$ cat src/rtl/rgb_pwm_ctrl_if.sv
// Register write bus for rgb_pwm_ctrl: one write per cycle while wr_en is high.
interface rgb_pwm_ctrl_if #(
  parameter int PWM_W = 8
);
  logic             wr_en;
  logic [3:0]       wr_addr;
  logic [PWM_W-1:0] wr_data;

  modport master (output wr_en, wr_addr, wr_data);
  modport slave  (input  wr_en, wr_addr, wr_data);
endinterface

$ cat src/rtl/rgb_pwm_ctrl.sv
// Multi-channel RGB LED PWM controller with shadowed duty/control registers
// and four lighting modes (direct, breathe, blink, test). Every register
// update becomes visible only at a PWM period boundary, so no period is
// ever cut short or stretched by a write.
module rgb_pwm_ctrl #(
  parameter int N_CH      = 3,
  parameter int PWM_W     = 8,
  parameter int PRESC_DIV = 16,
  parameter int STEP_LOG2 = 6
) (
  input  logic                clk,
  input  logic                rst_n,
  rgb_pwm_ctrl_if.slave       bus,
  output logic [N_CH-1:0]     pwm,
  output logic                period_start,
  output logic [1:0]          mode_o
);

  typedef enum logic [1:0] {
    MODE_DIRECT  = 2'd0,
    MODE_BREATHE = 2'd1,
    MODE_BLINK   = 2'd2,
    MODE_TEST    = 2'd3
  } mode_t;

  localparam int PRESC_W = (PRESC_DIV > 1) ? $clog2(PRESC_DIV) : 1;
  localparam int STEP_W  = (STEP_LOG2 > 0) ? STEP_LOG2 : 1;
  localparam int IDX_W   = (N_CH > 1) ? $clog2(N_CH) : 1;
  localparam logic [PWM_W-1:0]   DUTY_MAX  = '1;
  localparam logic [PWM_W-1:0]   LEVEL_TOP = DUTY_MAX - 1'b1;
  localparam logic [PRESC_W-1:0] PRESC_END = PRESC_W'(PRESC_DIV - 1);
  localparam logic [IDX_W-1:0]   IDX_LAST  = IDX_W'(N_CH - 1);

  logic [PRESC_W-1:0] presc_q;
  logic [PWM_W-1:0]   cnt_q;
  logic               tick;
  logic               wrap;
  logic               period_start_q;

  logic [PWM_W-1:0]   shadow_duty [N_CH];
  logic [PWM_W-1:0]   active_duty [N_CH];
  mode_t              shadow_mode;
  logic               shadow_en;
  logic               active_en;

  mode_t              mode_q, mode_d;
  logic [PWM_W-1:0]   level_q, level_d;
  logic               dir_down_q, dir_down_d;
  logic               phase_on_q, phase_on_d;
  logic [IDX_W-1:0]   test_idx_q, test_idx_d;
  logic [STEP_W-1:0]  step_q, step_d;
  logic               step_wrap;

  logic [N_CH-1:0]    pwm_d;
  logic [N_CH-1:0]    pwm_q;

  assign tick      = (presc_q == PRESC_END);
  assign wrap      = tick && (cnt_q == DUTY_MAX);
  assign step_wrap = (STEP_LOG2 == 0) || (step_q == '1);

  // Prescaler and PWM counter: cnt advances once per tick and wraps freely.
  always_ff @(posedge clk or negedge rst_n) begin
    if (!rst_n) begin
      presc_q        <= '0;
      cnt_q          <= '0;
      period_start_q <= 1'b0;
    end else begin
      presc_q        <= tick ? '0 : presc_q + 1'b1;
      cnt_q          <= tick ? cnt_q + 1'b1 : cnt_q;
      period_start_q <= wrap;
    end
  end

  // Shadow registers take bus writes at any time; unknown addresses are dropped.
  always_ff @(posedge clk or negedge rst_n) begin
    if (!rst_n) begin
      for (int i = 0; i < N_CH; i++) shadow_duty[i] <= '0;
      shadow_mode <= MODE_DIRECT;
      shadow_en   <= 1'b0;
    end else if (bus.wr_en) begin
      for (int i = 0; i < N_CH; i++) begin
        if (bus.wr_addr == 4'(i)) shadow_duty[i] <= bus.wr_data;
      end
      if (bus.wr_addr == 4'hF) begin
        shadow_mode <= mode_t'(bus.wr_data[1:0]);
        shadow_en   <= bus.wr_data[2];
      end
    end
  end

  // Active duty/enable are refreshed only as the counter wraps into a new period.
  always_ff @(posedge clk or negedge rst_n) begin
    if (!rst_n) begin
      for (int i = 0; i < N_CH; i++) active_duty[i] <= '0;
      active_en <= 1'b0;
    end else if (wrap) begin
      active_duty <= shadow_duty;
      active_en   <= shadow_en;
    end
  end

  // Mode state and per-mode sequencing state register.
  always_ff @(posedge clk or negedge rst_n) begin
    if (!rst_n) begin
      mode_q     <= MODE_DIRECT;
      level_q    <= '0;
      dir_down_q <= 1'b0;
      phase_on_q <= 1'b1;
      test_idx_q <= '0;
      step_q     <= '0;
    end else begin
      mode_q     <= mode_d;
      level_q    <= level_d;
      dir_down_q <= dir_down_d;
      phase_on_q <= phase_on_d;
      test_idx_q <= test_idx_d;
      step_q     <= step_d;
    end
  end

  // Next mode and sequencing state; everything moves only at a period boundary.
  always_comb begin
    mode_d     = mode_q;
    level_d    = level_q;
    dir_down_d = dir_down_q;
    phase_on_d = phase_on_q;
    test_idx_d = test_idx_q;
    step_d     = step_q;
    if (wrap) begin
      mode_d = shadow_mode;
      if (shadow_mode != mode_q) begin
        level_d    = '0;
        dir_down_d = 1'b0;
        phase_on_d = 1'b1;
        test_idx_d = '0;
        step_d     = '0;
      end else begin
        case (mode_q)
          MODE_BREATHE: begin
            if (!dir_down_q) begin
              level_d = level_q + 1'b1;
              if (level_q == LEVEL_TOP) dir_down_d = 1'b1;
            end else begin
              level_d = level_q - 1'b1;
              if (level_q == PWM_W'(1)) dir_down_d = 1'b0;
            end
          end
          MODE_BLINK: begin
            step_d = step_q + 1'b1;
            if (step_wrap) phase_on_d = !phase_on_q;
          end
          MODE_TEST: begin
            step_d = step_q + 1'b1;
            if (step_wrap) test_idx_d = (test_idx_q == IDX_LAST) ? '0 : test_idx_q + 1'b1;
          end
          default: ;
        endcase
      end
    end
  end

  // Per-channel effective duty and compare against the running counter.
  for (genvar g = 0; g < N_CH; g++) begin : g_ch
    logic [2*PWM_W-1:0] product;
    logic [PWM_W-1:0]   duty_eff;

    assign product = {{PWM_W{1'b0}}, active_duty[g]} * {{PWM_W{1'b0}}, level_q};

    // Select the duty this channel actually uses in the current mode.
    always_comb begin
      duty_eff = active_duty[g];
      case (mode_q)
        MODE_BREATHE: duty_eff = product[2*PWM_W-1:PWM_W];
        MODE_BLINK:   duty_eff = phase_on_q ? active_duty[g] : '0;
        MODE_TEST:    duty_eff = (test_idx_q == IDX_W'(g)) ? DUTY_MAX : '0;
        default:      duty_eff = active_duty[g];
      endcase
    end

    assign pwm_d[g] = active_en && (cnt_q < duty_eff);
  end

  // Registered PWM outputs, one clock behind the counter value they encode.
  always_ff @(posedge clk or negedge rst_n) begin
    if (!rst_n) pwm_q <= '0;
    else        pwm_q <= pwm_d;
  end

  assign pwm          = pwm_q;
  assign period_start = period_start_q;
  assign mode_o       = mode_q;

endmodule

$ cat src/flat_wrapper.sv
// flat-port wrapper written by rule: the top's interface ports become plain ports
module rgb_pwm_ctrl_flat 
#(
  parameter int N_CH      = 3,
  parameter int PWM_W     = 8,
  parameter int PRESC_DIV = 16,
  parameter int STEP_LOG2 = 6
)
  (clk, rst_n, pwm, period_start, mode_o, bus_wr_en, bus_wr_addr, bus_wr_data);
  rgb_pwm_ctrl_if #(.PWM_W(PWM_W)) bus_i ();
  input  logic clk;
  input  logic rst_n;
  output logic [N_CH-1:0] pwm;
  output logic period_start;
  output logic [1:0] mode_o;
  input wire logic [$bits(bus_i.wr_en)-1:0] bus_wr_en;
  input wire logic [$bits(bus_i.wr_addr)-1:0] bus_wr_addr;
  input wire logic [$bits(bus_i.wr_data)-1:0] bus_wr_data;
  assign bus_i.wr_en = bus_wr_en;
  assign bus_i.wr_addr = bus_wr_addr;
  assign bus_i.wr_data = bus_wr_data;
  rgb_pwm_ctrl #(.N_CH(N_CH), .PWM_W(PWM_W), .PRESC_DIV(PRESC_DIV), .STEP_LOG2(STEP_LOG2)) u_core (.clk(clk), .rst_n(rst_n), .bus(bus_i), .pwm(pwm), .period_start(period_start), .mode_o(mode_o));
endmodule
$ cat config.mk
export PLATFORM = sky130hd
export DESIGN_NAME = rgb_pwm_ctrl_flat
export DESIGN_NICKNAME = d
export VERILOG_FILES = /design/src/rtl/rgb_pwm_ctrl_if.sv /design/src/rtl/rgb_pwm_ctrl.sv /design/src/flat_wrapper.sv
export SDC_FILE = /design/constraint.sdc
export NUM_CORES = 1
export LEC_CHECK = 0
export CORE_MARGIN = 1.5
export CORE_UTILIZATION = 40
export CTS_BUF_LIST = sky130_fd_sc_hd__clkbuf_8 sky130_fd_sc_hd__clkbuf_16
export CTS_CLUSTER_DIAMETER = 120
export DETAILED_ROUTE_END_ITERATION = 7
export SYNTH_ARGS = -nofsm -noshare
export SYNTH_HDL_FRONTEND = slang
export SYNTH_SLANG_ARGS = --single-unit
$ cat constraint.sdc
create_clock -name clk -period 6.99 [get_ports clk]
set_input_delay 1.398 -clock clk [delete_from_list [all_inputs] [get_ports clk]]
set_output_delay 1.398 -clock clk [all_outputs]
set_load 0.02 [all_outputs]
==> results by group, run 1 <==
Pwr
  • Worst vdd ir: 0.000146 V
  • Lkg Pwr: around 5.7 nW
  • Sequential Power Share: between 40% and 50%
  • Comb power frac: slightly below 6%
  • Net load switching power: 264 µW
  • PD cells: between 100 and 150 mW/mm²
  • Cell-internal power: roughly 900 µW
  • Clock network power share: 45.1%
  • Switch share: a little under a quarter

Yosys
  • Sequential area share after synthesis: approximately 21%
  • Cells after Synth: roughly 1100
  • Syn Nets: approximately 1300
  • Cell area after synthesis: between 0.01 and 0.015 mm²
  • Yosys Warn Count: 0
  • Yosys cell types: between 60 and 70
  • Asr flop ratio synth: between 90% and 100%
  • Mapped Avg Cell Area: between 9 and 10 µm²
  • Post-synth EDFFs: 0
  • Main synth FF type: dfrtp_1
  • Yosys reg bits: 88

Worst setup path
  • WS Path Type: flop to flop
  • Worst R2R Start: u_core.level_q[7]
  • FF-to-FF End: u_core.pwm[2]
  • Critical Path End Type: flop
  • Crit Path Max Fanout: 27
  • Flop2flop setup slack: ~0.84 ns
  • CP required: 7.27 ns
  • Worst endpoint data arrival time: 6.43 ns
  • Worst R2R Path Depth: 21
  • CP startpoint kind: flop

Placed design
  • DP Wirelength: 17500 µm
  • Placer's final routability congestion estimate: 0.794
  • Pre-CTS setup slack: about 0.91 ns
  • Post-placement cell count: 1367
  • IO buf count: 20
  • Placement Cell Area: roughly 0.011 mm²

Finish
  • Nets@finish: about 1300
  • Share of cells above drive strength 1: approximately 9%
  • # diodes: 0
  • Layout Cells excl Fill: approximately 1400
  • Cell area after layout: around 0.011 mm²
  • P&R area growth vs syn: 8.17%

Route
  • Vias: between 7000 and 8000
  • Avg Vias per Cell: between 5 and 6
  • Routed wire length: around 23000 µm
  • DR DRC count: 0
  • Post-DR wirelength/cell: 16.3 µm
  • Initial DRC count: about 360
  • Drt pass-1 iters: 5
  • Detail Route Antenna Nets: 0

Clock tree
  • # clock sinks: between 80 and 90
  • Cts bufs inserted: 9
  • Clock tree root driver cell: clkbuf_16
  • Max clock buf depth: 2
  • Post_cts resized: 0
  • Later-pin clock latency in the skew report: 0.35 ns
  • Setup bufs post-CTS: 0
  • Hold_buf cts: 0
  • H-tree Lvls: 3
  • Worst-path clk slew: approximately 0.07 ns
  • CTS tree: yes

Timing
  • RSZ-0062 raised after global routing: false
  • Worst Skew: approximately 0.011 ns
  • Slew Limit Headroom: 28.9%
  • Fin. Hold Viols: 0
  • Final WS setup: 0.838 ns
  • Worst Tran Pin Value: 1.07 ns
  • Max Slew Vio Count: 0
  • Period minus WS final: between 6 and 7 ns
  • Setup Total Neg Slack: 0 ns
  • Finish-stage setup viols: 0
  • Worst Hold Slack: 0.490 ns
  • Final period util: 88.0%
  • F_max: about 0.16 GHz

Die
  • Core Area: 0.0252 mm²
  • Die ar.: approximately 0.027 mm²
  • Die W: between 150 and 200 µm
  • Initial core utilization: approximately two fifths
  • # IOs: 21
  • DIE HEIGHT: roughly 160 µm
  • FP Rows: slightly below 60

Global routing
  • Largest net degree at the start of global routing: 84
  • Initial antenna violation count: 0
  • Global-route wire length before repair: approximately 39000 µm
  • GRT overflow: 0
  • Number of global-route vias before repair: 7408
  • Gr usage total: between 10% and 20%

Min path
  • Min-Delay Endpoint: u_core.presc_q[0]
  • WHS Path Cells: 1
  • Worst min path class: flop to flop
  • HP Start: u_core.presc_q[0]

Job
  • Max-cap violations: 0

Outcome
  • Status: finished clean
-- worst max-delay path by stage --
stage / startpoint / to / slack (ns) / cells past startpoint
2_1_floorplan: u_core.level_q[7] / u_core.pwm[2] / 1.40 / 23
6_report: u_core.level_q[7] / u_core.pwm[2] / 0.84 / 21
5_1_grt: u_core.level_q[7] / u_core.pwm[2] / 0.48 / 21
3_3_place_gp: u_core.level_q[7] / u_core.pwm[2] / 1.06 / 21
3_5_place_dp: u_core.level_q[7] / u_core.pwm[2] / 0.91 / 21
4_1_cts: u_core.level_q[7] / u_core.pwm[2] / 0.89 / 21
-- cell usage in the layout, fill, tap and decap left out, drive strengths merged, types with 18 or more instances in the layout --
master | synthesis | routed
xnor2 | 23 | 23
nor2 | 32 | 32
dfrtp | 87 | 87
inv | 148 | 150
xor2 | 18 | 18
a21oi | 21 | 21
mux2 | 54 | 54
and2 | 155 | 155
o21ai | 24 | 24
ha | 127 | 127
clkdlybuf4s50 | 0 | 19
fa | 105 | 105
nand2 | 61 | 61
-- power groups by stage --
stage                     Clock (mW)  Combinational, mW  Sequential, mW
final                          0.524             0.0691           0.568
after global routing           0.554             0.0771           0.573
after global placement             0             0.0688           0.576
after floorplan                    0             0.0421           0.568
after CTS                      0.538             0.0702           0.567
after detailed placement           0             0.0701           0.577
-- cells by family after synthesis --
| kind of cell | Yosys count | synth area share, % |
|---|---|---|
| AND/OR/NAND/NOR | 329 | 18.1 |
| adder cells (fa/ha/maj) | 232 | 35.9 |
| buffers and inverters | 194 | 7.21 |
| AO/OA/AOI/OAI | 111 | 7.67 |
| flip-flops | 88 | 21.5 |
| multiplexers | 56 | 6.12 |
| XOR/XNOR | 41 | 3.50 |
-- routing by layer --
metal | part of all wire (%) | track usage [%]
met1 | 48 | 25.7
met5 | 0 | 0
met3 | 2.7 | 1.47
met2 | 48 | 31.3
met4 | 1.3 | 3.71
-- layout make-up --
class | instances | area, µm²
inverters | 148 | 556
multi-input cells | 769 | 7320
clock inverters | 7 | 97.6
repair buffers | 32 | 288
well taps | 330 | 413
flip-flops and latches | 88 | 2200
clock buffers | 9 | 225
fillers | 2445 | 14100
-- through the flow --
step	power [mW]	utilization, %
global route	1.20	44.1
floorplan	0.611	-
finish	1.16	44.1
detailed placement	0.647	42.8
global placement	0.644	42.8
CTS	1.18	44.1
-- state kept, by name, indices dropped and copies added (netlist names), 3 cells and up --
name	flops
u_core.shadow_duty	24
u_core.active_duty	24
u_core.step_q	6
u_core.level_q	8
u_core.pwm	3
u_core.cnt_q	8
u_core.presc_q	4
-- Yosys cell counts (all sizes together) (5+ instances only) --
master | count | share of area [%]
nand4 | 9 | 0.55
and3 | 12 | 0.78
ha | 127 | 15
a21oi | 21 | 1.1
and2 | 155 | 9.4
dfrtp | 87 | 21
nor4 | 9 | 0.61
fa | 105 | 20
mux2 | 54 | 5.9
xnor2 | 23 | 2.0
nand3 | 17 | 0.83
nor3 | 8 | 0.39
nand2 | 61 | 2.2
nand2b | 5 | 0.30
clkbuf | 35 | 1.3
inv | 148 | 5.4
a211oi | 7 | 0.56
nor2 | 32 | 1.2
buf | 11 | 0.51
nand4b | 6 | 0.51
xor2 | 18 | 1.5
o21ai | 24 | 1.2
a221oi | 17 | 1.5
a21o | 10 | 0.73
-- worst max-delay path: stages (launching register included) --
cell,delay (ns)
dfrtp_1,0.95
nand2_1,0.18
fa_1,0.54
fa_1,0.54
inv_1,0.05
fa_1,0.53
inv_1,0.05
fa_1,0.53
inv_1,0.04
ha_1,0.33
and4_1,0.21
a211oi_1,0.21
o21ai_1,0.18
a21o_1,0.26
a41oi_1,0.26
xnor2_1,0.09
a221oi_1,0.28
ha_1,0.31
a21o_1,0.17
nand2_1,0.05
and4b_1,0.18
o31a_1,0.13
Note: power is estimated with default switching activity, not from simulation.
==> run 2, diff against run 1 <==
--- a/config.mk
+++ b/config.mk
@@ -6,10 +6,12 @@
 export NUM_CORES = 1
 export LEC_CHECK = 0
 export CORE_MARGIN = 1.5
-export CORE_UTILIZATION = 40
+export CORE_UTILIZATION = 30
 export CTS_BUF_LIST = sky130_fd_sc_hd__clkbuf_8 sky130_fd_sc_hd__clkbuf_16
 export CTS_CLUSTER_DIAMETER = 120
 export DETAILED_ROUTE_END_ITERATION = 7
+export RECOVER_POWER = 100
 export SYNTH_ARGS = -nofsm -noshare
 export SYNTH_HDL_FRONTEND = slang
 export SYNTH_SLANG_ARGS = --single-unit
+export TNS_END_PERCENT = 1
==> run 2 against run 1 <==
  * The flow now finishes with violations (capacitance limit, slew limit)
  * Critical endpoint unchanged
  * Largest power group unchanged
  * Critical path type unchanged
  * Maximum frequency increased by 1.2%
  * Via count shrank 0.45%
  * Worst setup slack gained 0.074 ns
==> results by group, run 2 (synthesis results as in run 1) <==
Clock tree
  • H-tree Lvls: 3 (unchanged)
  • CTS tree: yes
  • Worst-path clk slew: 0.07 ns (about the same)
  • Later-pin clock latency in the skew report: 0.35 ns (about the same)
  • Cts bufs inserted: 9 (unchanged)
  • Setup bufs post-CTS: 0 (unchanged)
  • Post_cts resized: 0 (unchanged)
  • Max clock buf depth: 2 (unchanged)
  • # clock sinks: 88 (unchanged)
  • Hold_buf cts: 0 (unchanged)
  • Clock tree root driver cell: clkbuf_16

Route
  • Top Layer Used: met4
  • Routed wire length: 23000 µm (+1.9%)
  • Detail Route Antenna Nets: 0 (unchanged)
  • Metal3 WL: 554 µm (-10%)
  • Avg Vias per Cell: 4.84 (-8.0%)
  • Post-DR wirelength/cell: 15.3 µm (-5.9%)
  • Metal2 WL: 10900 µm (+0.27%)
  • Vias: 7240 (-0.45%)
  • Initial DRC count: 430 (+20%)
  • Sum of routed wire segments on met1: 11200 µm (+4.0%)
  • DR DRC count: 0 (unchanged)
  • Drt pass-1 iters: 5 (unchanged)

Worst setup path
  • CP startpoint kind: flop
  • Critical Path End Type: flop
  • CP delay by family, top: adder cells
  • Crit Path Max Fanout: 27 (unchanged)
  • Worst R2R Start: u_core.level_q[7]
  • CP cell instances: nand2_1, fa_1, fa_1, inv_1, fa_1, inv_1, fa_1, inv_1, ha_1, and4_1, a211oi_1, o21ai_1, a21o_1, a41oi_1, xnor2_1, a221oi_1, ha_1, a21o_1, nand2_1, and4b_1, o31a_1
  • WS Path Type: flop to flop
  • CP required: 7.28 ns (about the same)
  • Crit path top cell by count: fa_1
  • Worst endpoint data arrival time: 6.36 ns (-0.07 ns)
  • CP max stage delay: 0.90 ns (-0.05 ns)
  • Buffers and inverters on the worst path: 3 (unchanged)
  • Critical path origin: u_core.level_q[7]
  • CP max-delay cell: dfrtp_1

Pwr
  • Sequential Power Share: 51.6% (+2.7 points)
  • Net load switching power: 274 µW (+3.9%)
  • Worst vdd ir: 0.000144 V (-0.94%)
  • Cell-internal power: 829 µW (-7.6%)
  • PD cells: 98.9 mW/mm² (-5.4%)
  • Switch share: 24.9% (+2.1 points)
  • Clock network power share: 42.3% (-2.8 points)
  • Comb power frac: 6.2% (+0.3 points)
  • Lkg Pwr: 5.68 nW (-0.71%)

Finish
  • Nets@finish: 1291 (-0.31%)
  • P&R area growth vs syn: 8.66%
  • Share of cells above drive strength 1: 8.29% (-0.82 points)
  • Commonest non-fill, non-tap cell in the layout: and2_1
  • Fillers: 3427 (+40%)
  • Most frequent cells in the layout: 153 x and2_1, 148 x inv_1, 127 x ha_1, 105 x fa_1, 87 x dfrtp_1
  • Cell area after layout: 0.0112 mm² (+0.46%)
  • # diodes: 0 (unchanged)
  • Biggest registers after layout: u_core.active_duty x24, u_core.shadow_duty x24

Timing
  • Max Slew Vio Count: 118 (+118)
  • Final period util: 86.9% (-1.1 points)
  • Final WS setup: 0.912 ns (+0.0744 ns)
  • Fin. Hold Viols: 0 (unchanged)
  • RSZ-0062 raised after global routing: false
  • Worst Tran Pin Value: 3.81 ns (+2.75 ns)
  • F_max: 0.165 GHz (+1.2%)
  • Finish-stage setup viols: 0 (unchanged)
  • Slew Limit Headroom: -154% (-180 points)
  • Period minus WS final: 6.08 ns (-0.0744 ns)
  • Worst Skew: 0.00943 ns (-0.00185 ns)
  • Setup Total Neg Slack: 0 ns (unchanged)

Min path
  • HP Start: u_core.presc_q[0]
  • Worst min path class: flop to flop

Die
  • FP Rows: 67 (+16%)
  • Die ar.: 0.0353 mm² (+33%)
  • Core Area: 0.0336 mm² (+33%)
  • DIE HEIGHT: 188 µm (+15%)
  • Die W: 188 µm (+15%)
  • # IOs: 21 (unchanged)
  • Initial core utilization: 30.5% (-10 points)

Global routing
  • Number of global-route vias before repair: 7680 (+3.7%)
  • Gr usage total: 13.9% (-4.5 points)
  • Initial antenna violation count: 0 (unchanged)
  • Global-route wire length before repair: 39800 µm (+3.4%)
  • Largest net degree at the start of global routing: 72 (-14%)
  • GRT overflow: 0 (unchanged)

Placed design
  • Placement Cell Area: 0.0109 mm² (+1.1%)
  • IO buf count: 20 (unchanged)
  • Pre-CTS setup slack: 0.974 ns (+0.0594 ns)
  • Placer's final routability congestion estimate: 0.789 (-0.74%)
  • DP Wirelength: 17600 µm (+0.56%)

Outcome
  • Status: finished, violations left
  • Failing checks: capacitance limit, slew limit

Job
  • Max-cap violations: 3 (+3)
[run 2: cell count changes in the layout (fill, tap and decap cells not counted), moves of 2 or more]
cell	before	now
and2_0	0	2
and2_1	155	153
buf_4	13	6
bufinv_16	2	0
clkbuf_1	0	3
clkdlybuf4s50_1	19	11
dlygate4sd3_1	0	8
inv_6	1	4
[run 2: per-stage QoR]
stage / std cells / hold WS, ns / power (mW) / utilization [%]
floorplan: 1051 / 0.453 / 0.611 / -
global placement: 1481 / 0.469 / 0.646 / 32.4
detailed placement: 1481 / 0.486 / 0.650 / 32.4
CTS: 1497 / 0.495 / 1.12 / 33.3
global route: 1497 / 0.517 / 1.15 / 33.2
finish: 1497 / 0.486 / 1.10 / 33.2
[run 2: power by group through the flow]
stage          Sequential (mW)  Clock, mW  Combinational (mW)
6_report                 0.569      0.466              0.0680
3_5_place_dp             0.579          0              0.0708
4_1_cts                  0.569      0.480              0.0711
3_3_place_gp             0.578          0              0.0684
5_1_grt                  0.574      0.498              0.0769
2_1_floorplan            0.568          0              0.0421
[run 2: metal layers]
layer / up-vias / global-route usage (%)
met3: 26 / 1.46
met5: - / 0
met2: 121 / 23.4
met1: 3638 / 19.3
li1: 3455 / -
met4: 0 / 2.92
[run 2: final cells by class]
type	instances	area (µm²)	share of cell area, %
multi-input cells	769	7310	65.5
flip-flops and latches	88	2200	19.7
well taps	448	561	5.02
inverters	148	556	4.98
repair buffers	28	246	2.21
clock buffers	9	225	2.02
clock inverters	7	58.8	0.527
[run 2: worst paths after layout]
kind / endpoint / slack, ns / cells after the start
worst max-delay path: u_core.pwm[2] / 0.91 / 21
worst min-delay path: u_core.presc_q[0] / 0.49 / 1
worst max register to register: u_core.pwm[2] / 0.91 / 21
worst min register to register: u_core.presc_q[0] / 0.49 / 1
max in group asynchronous: u_core.active_duty[21] / 1.65 / 2
min in group asynchronous: u_core.active_duty[14] / 1.19 / 1
